`config.mk`:
```
export PLATFORM = sky130hd
export DESIGN_NAME = quad_step_decoder
export DESIGN_NICKNAME = d
export VERILOG_FILES = /design/src/rtl/quad_step_decoder.sv
export SDC_FILE = /design/constraint.sdc
export NUM_CORES = 1
export LEC_CHECK = 0
export ABC_AREA = 1
export CAP_MARGIN = 20
export CORE_UTILIZATION = 30
export DETAILED_ROUTE_END_ITERATION = 7
export PLACE_DENSITY = 0.6
export SYNTH_ARGS = -nofsm -noshare
export SYNTH_HDL_FRONTEND = slang
export SYNTH_SLANG_ARGS = --single-unit
```
`constraint.sdc`:
```
create_clock -name clk -period 1 [get_ports clk]
set_input_delay 0.3 -clock clk [delete_from_list [all_inputs] [get_ports clk]]
set_output_delay 0.3 -clock clk [all_outputs]
set_load 0.1 [all_outputs]
```
`src/rtl/quad_step_decoder.sv`:
```
// quad_step_decoder: front end for the 2-bit up/down counter stage.
// Synchronises and debounces two raw quadrature channels, decodes Gray-code
// steps into a one-cycle en strobe with a dir level, and raises a sticky err
// when both filtered channels change on the same edge.
module quad_step_decoder #(
    parameter int SYNC_STAGES = 2,
    parameter int DB_CYCLES   = 4
) (
    input  logic       clk,
    input  logic       rst,
    input  logic       a_in,
    input  logic       b_in,
    input  logic       clr_err,
    output logic       en,
    output logic       dir,
    output logic       err,
    output logic       ready,
    output logic [1:0] ab
);

    localparam int DB_W   = $clog2(DB_CYCLES) + 1;
    localparam int INIT_W = $clog2(SYNC_STAGES + 1) + 1;

    // Last counter value before a filter accepts the new level.
    localparam logic [DB_W-1:0]   DB_LAST   = DB_W'(DB_CYCLES - 1);
    // Edge count (minus one) on which initialisation completes.
    localparam logic [INIT_W-1:0] INIT_LAST = INIT_W'(SYNC_STAGES);

    logic [SYNC_STAGES-1:0] sync_a;
    logic [SYNC_STAGES-1:0] sync_b;
    logic [1:0]             synced;
    logic [1:0]             filt;
    logic [1:0][DB_W-1:0]   db_cnt;
    logic [1:0]             prev;
    logic [INIT_W-1:0]      init_cnt;
    logic [1:0]             fwd_next;
    logic [1:0]             rev_next;
    logic                   step_fwd;
    logic                   step_rev;
    logic                   step_bad;

    // Bit 1 of every pair is channel A, bit 0 is channel B.
    assign synced = {sync_a[SYNC_STAGES-1], sync_b[SYNC_STAGES-1]};
    assign ab     = filt;

    // Plain flop chains bring the asynchronous inputs into the clock domain.
    always_ff @(posedge clk or negedge rst) begin
        if (!rst) begin
            sync_a <= '0;
            sync_b <= '0;
        end else begin
            sync_a <= {sync_a[SYNC_STAGES-2:0], a_in};
            sync_b <= {sync_b[SYNC_STAGES-2:0], b_in};
        end
    end

    // Count the start-up edges so the filters can be preloaded before decoding.
    always_ff @(posedge clk or negedge rst) begin
        if (!rst) begin
            init_cnt <= '0;
            ready    <= 1'b0;
        end else if (!ready) begin
            if (init_cnt == INIT_LAST) begin
                ready <= 1'b1;
            end else begin
                init_cnt <= init_cnt + 1'b1;
            end
        end
    end

    // Per-channel filter: accept a new level only after DB_CYCLES steady samples.
    always_ff @(posedge clk or negedge rst) begin
        if (!rst) begin
            filt   <= '0;
            db_cnt <= '0;
        end else if (!ready) begin
            filt   <= synced;
            db_cnt <= '0;
        end else begin
            for (int i = 0; i < 2; i++) begin
                if (synced[i] == filt[i]) begin
                    db_cnt[i] <= '0;
                end else if (db_cnt[i] == DB_LAST) begin
                    filt[i]   <= synced[i];
                    db_cnt[i] <= '0;
                end else begin
                    db_cnt[i] <= db_cnt[i] + 1'b1;
                end
            end
        end
    end

    // Successor of the previous pair in each rotation direction of the Gray cycle.
    always_comb begin
        fwd_next = 2'b00;
        rev_next = 2'b00;
        case (prev)
            2'b00: begin fwd_next = 2'b10; rev_next = 2'b01; end
            2'b10: begin fwd_next = 2'b11; rev_next = 2'b00; end
            2'b11: begin fwd_next = 2'b01; rev_next = 2'b10; end
            2'b01: begin fwd_next = 2'b00; rev_next = 2'b11; end
            default: begin fwd_next = 2'b00; rev_next = 2'b00; end
        endcase
    end

    // Classify the movement from the previous pair to the current filtered pair.
    always_comb begin
        step_fwd = ready && (filt == fwd_next);
        step_rev = ready && (filt == rev_next);
        step_bad = ready && (filt == ~prev);
    end

    // The previous pair follows the synchroniser at start-up, then the filters.
    always_ff @(posedge clk or negedge rst) begin
        if (!rst) begin
            prev <= '0;
        end else if (!ready) begin
            prev <= synced;
        end else begin
            prev <= filt;
        end
    end

    // Registered step strobe, held direction and sticky error (set beats clear).
    always_ff @(posedge clk or negedge rst) begin
        if (!rst) begin
            en  <= 1'b0;
            dir <= 1'b0;
            err <= 1'b0;
        end else begin
            en <= step_fwd | step_rev;
            if (step_fwd | step_rev) begin
                dir <= step_fwd;
            end
            if (step_bad) begin
                err <= 1'b1;
            end else if (clr_err) begin
                err <= 1'b0;
            end
        end
    end

endmodule

```
==> reports/metrics.csv <==
stage,metric,value,unit
synth,ys_top_cells_by_count,"22 x nand2_1, 21 x dfrtp_1, 15 x inv_1",
worst_setup_path,worstPathMaxFanout,2,
cells_and_area,layout.nets,121,
worst_setup_path,cp_cell_sequence,buf_12,
sta,finalSetupViolCount,22,
drt,via_per_inst,4.36,
clock_tree,clock-root-buffer,clkbuf_4,
power_and_ir_drop,p_leak,0.595,nW
global_routing,grt_use_total,11.4,%
floorplanning,dieArea,3080,um2
placement,dpl.hpwl,1.01,mm
sta,finalWorstSetupSlack,-292,ps
synth,avgSynthCellArea,9.55,um2
drt,drt_first_pass_iters,3,
sta,fmax,774,MHz
global_routing,overflow,0,
worst_setup_path,crit_arrival,990,ps
clock_tree,insertion_delay,310,ps
cells_and_area,final_area,1210,um2
sta,tns,-2500,ps
synth,synth_cell_type_count,13,
synth,netlist_instances,90,
sta,hold_violations,0,
floorplanning,start_util,31.4,%
sta,skew,5.17,ps
global_routing,grt_pass1_wl,2.67,mm
worst_hold_path,hold_path.class,in2async,
synth,ys_ff_latch,21,
cells_and_area,multiInputGateArea,305,um2
cells_and_area,drive_above_1_share,28.8,%
placement,dp_cells,134,
drt,drt-total-wl,1.47,mm
drt,vias,619,
placement,placed_cell_area,1120,um2
worst_setup_path,path_buf_inv,1,
worst_setup_path,cpPeakStageDelay,510,ps
drt,drc,0,
cells_and_area,area_delta_synth_final,40.6,%
worst_setup_path,cp_slowest_cell,dfrtp_4,
placement,port_buffers,10,
synth,synth.most_common_cell,nand2_1,
worst_setup_path,endpoint_kind,primary output,
placement,globalplace.congestion,0.747,
synth,synth_seq_area_share,61.1,%
synth,synth_nets,99,
sta,max_slew_margin,90.9,%
worst_setup_path,crit_type,reg2out,
worst_setup_path,crit_family,flip-flops,
cells_and_area,final_cells,142,
sta,finalCritPeriodShare,129,%
global_routing,antenna_found_initial,0,
synth,synth_area_leaders,"dfrtp_1 61%, nand2_1 9.6%, inv_1 6.6%",
sta,fin_crit,1290,ps
drt,drt_iter0_drc,8,
synth,yosysTopAreaCell,dfrtp_1,
cells_and_area,seqCellArea,541,um2
synth,syn_area,860,um2
status,violations,setup timing,
power_and_ir_drop,ir_worst_vdd,0.00209,V
clock_tree,clock_sinks,21,
clock_tree,clockBufferDepth,2,
sta,worstMarginPinSlew,136,ps
floorplanning,fp.dieH,55.5,um
global_routing,grt_pass1_vias,599,
sta,grt_setup_unrepaired,yes,
power_and_ir_drop,power-per-cell-area,3080,nW/um2
floorplanning,pin_count,11,
clock_tree,clk_pin_slew_worst_paths,110,ps
synth,synth_edf_count,0,
clock_tree,cts_tree,done,
cells_and_area,fin_util,44.2,%
synth,synth_top_area_share,61.1,%
worst_setup_path,required,700,ps
job,maxCapViolCount,0,
drt,ant_nets,0,
global_routing,grt_max_degree,22,
floorplanning,coreArea,2730,um2
floorplanning,rows,19,
clock_tree,cts_made_buffers,3,
cells_and_area,diodes,0,
worst_setup_path,start_kind,flop,
cells_and_area,fillCellCount,257,
sta,finalMaxSlewViolations,0,
synth,ys.flop_type,dfrtp_1,
synth,ys_async_sr_fraction,100,%
floorplanning,die_w,55.5,um
status,status,"complete, but fails checks",
clock_tree,cts_max_level,1,
synth,yosys_warnings,0,
drt,wl_per_cell,10.3,um
[cell type report]
type                            instances  area share, %
Tap cell                               31           3.21
Sequential cell                        21           44.7
Inverter                               15           5.07
Multi-Input combinational cell         53           25.3
Clock buffer                            4           2.17
Timing Repair Buffer                   18           19.6
[path summary, 6_finish.rpt]
check	startpoint	to	slack (ps)	cells past startpoint
worst max register to register	ready	ab[1]	-120	5
min in group clk	sync_a[0]	sync_a[1]	360	0
worst max-delay path	ab[1]	ab[1]	-290	1
worst min-delay path	rst	sync_a[1]	320	2
worst min register to register	sync_a[0]	sync_a[1]	360	0
max in group asynchronous	rst	ab[0]	530	2
[cells in the final DEF (no fill, tap or decap), drive strengths merged, types with 3 or more instances in the layout]
cell type | netlist | routed
buf | 1 | 14
clkbuf | 0 | 4
clkdlybuf4s50 | 0 | 4
dfrtp | 21 | 21
ha | 4 | 4
inv | 15 | 15
nand2 | 22 | 22
nand3 | 5 | 5
nor2 | 7 | 7
o21ai | 8 | 8
xor2 | 3 | 3
[stage by stage]
| stage | total power [mW] | hold slack [ps] | worst slack, ps |
|---|---|---|---|
| 2_1_floorplan | 2.54 | 4.41 | -125 |
| 3_3_place_gp | 3.16 | 331 | 5.88 |
| 4_1_cts | 3.75 | 309 | -316 |
| 5_1_grt | 3.96 | 318 | -325 |
| 3_5_place_dp | 3.21 | 336 | -45.5 |
| 6_report | 3.73 | 317 | -292 |
[routing by layer]
metal	global-route usage (%)	wire length [um]
met3	4.22	57
met1	14.8	641
met2	17.2	745
met4	4.29	21
met5	0	0
[power by group]
group	switching, mW	internal (mW)
sequential	0.167	1.11
combinational	1.28	0.766
clock	0.254	0.156
total	1.70	2.03
[cells by family (layout without fill, tap and decap cells)]
| kind of cell | Yosys count | after routing | share of synthesized area [%] |
|---|---|---|---|
| AOI/OAI and AO/OA | 10 | 10 | 5.97 |
| xor gates and xnor gates | 3 | 3 | 3.06 |
| adders and majority gates | 4 | 4 | 5.82 |
| buffers and inverters | 16 | 37 | 7.13 |
| DFF | 21 | 21 | 61.1 |
| and+or+nand+nor | 36 | 36 | 16.9 |
[what timing repair did]
item,4_1_cts,5_1_grt
setup buffers,3,1
setup endpoints to repair,16,22
hold buffers,0,0
resized for setup,6,5
[sequential cells by signal, summed over array words and instances, names as in the netlist]
register / flops
ab: 2
err: 1
en: 1
db_cnt: 6
ready: 1
dir: 1
sync_a: 2
init_cnt: 3
prev: 2
sync_b: 2
Power figures use the tool's default switching activity.
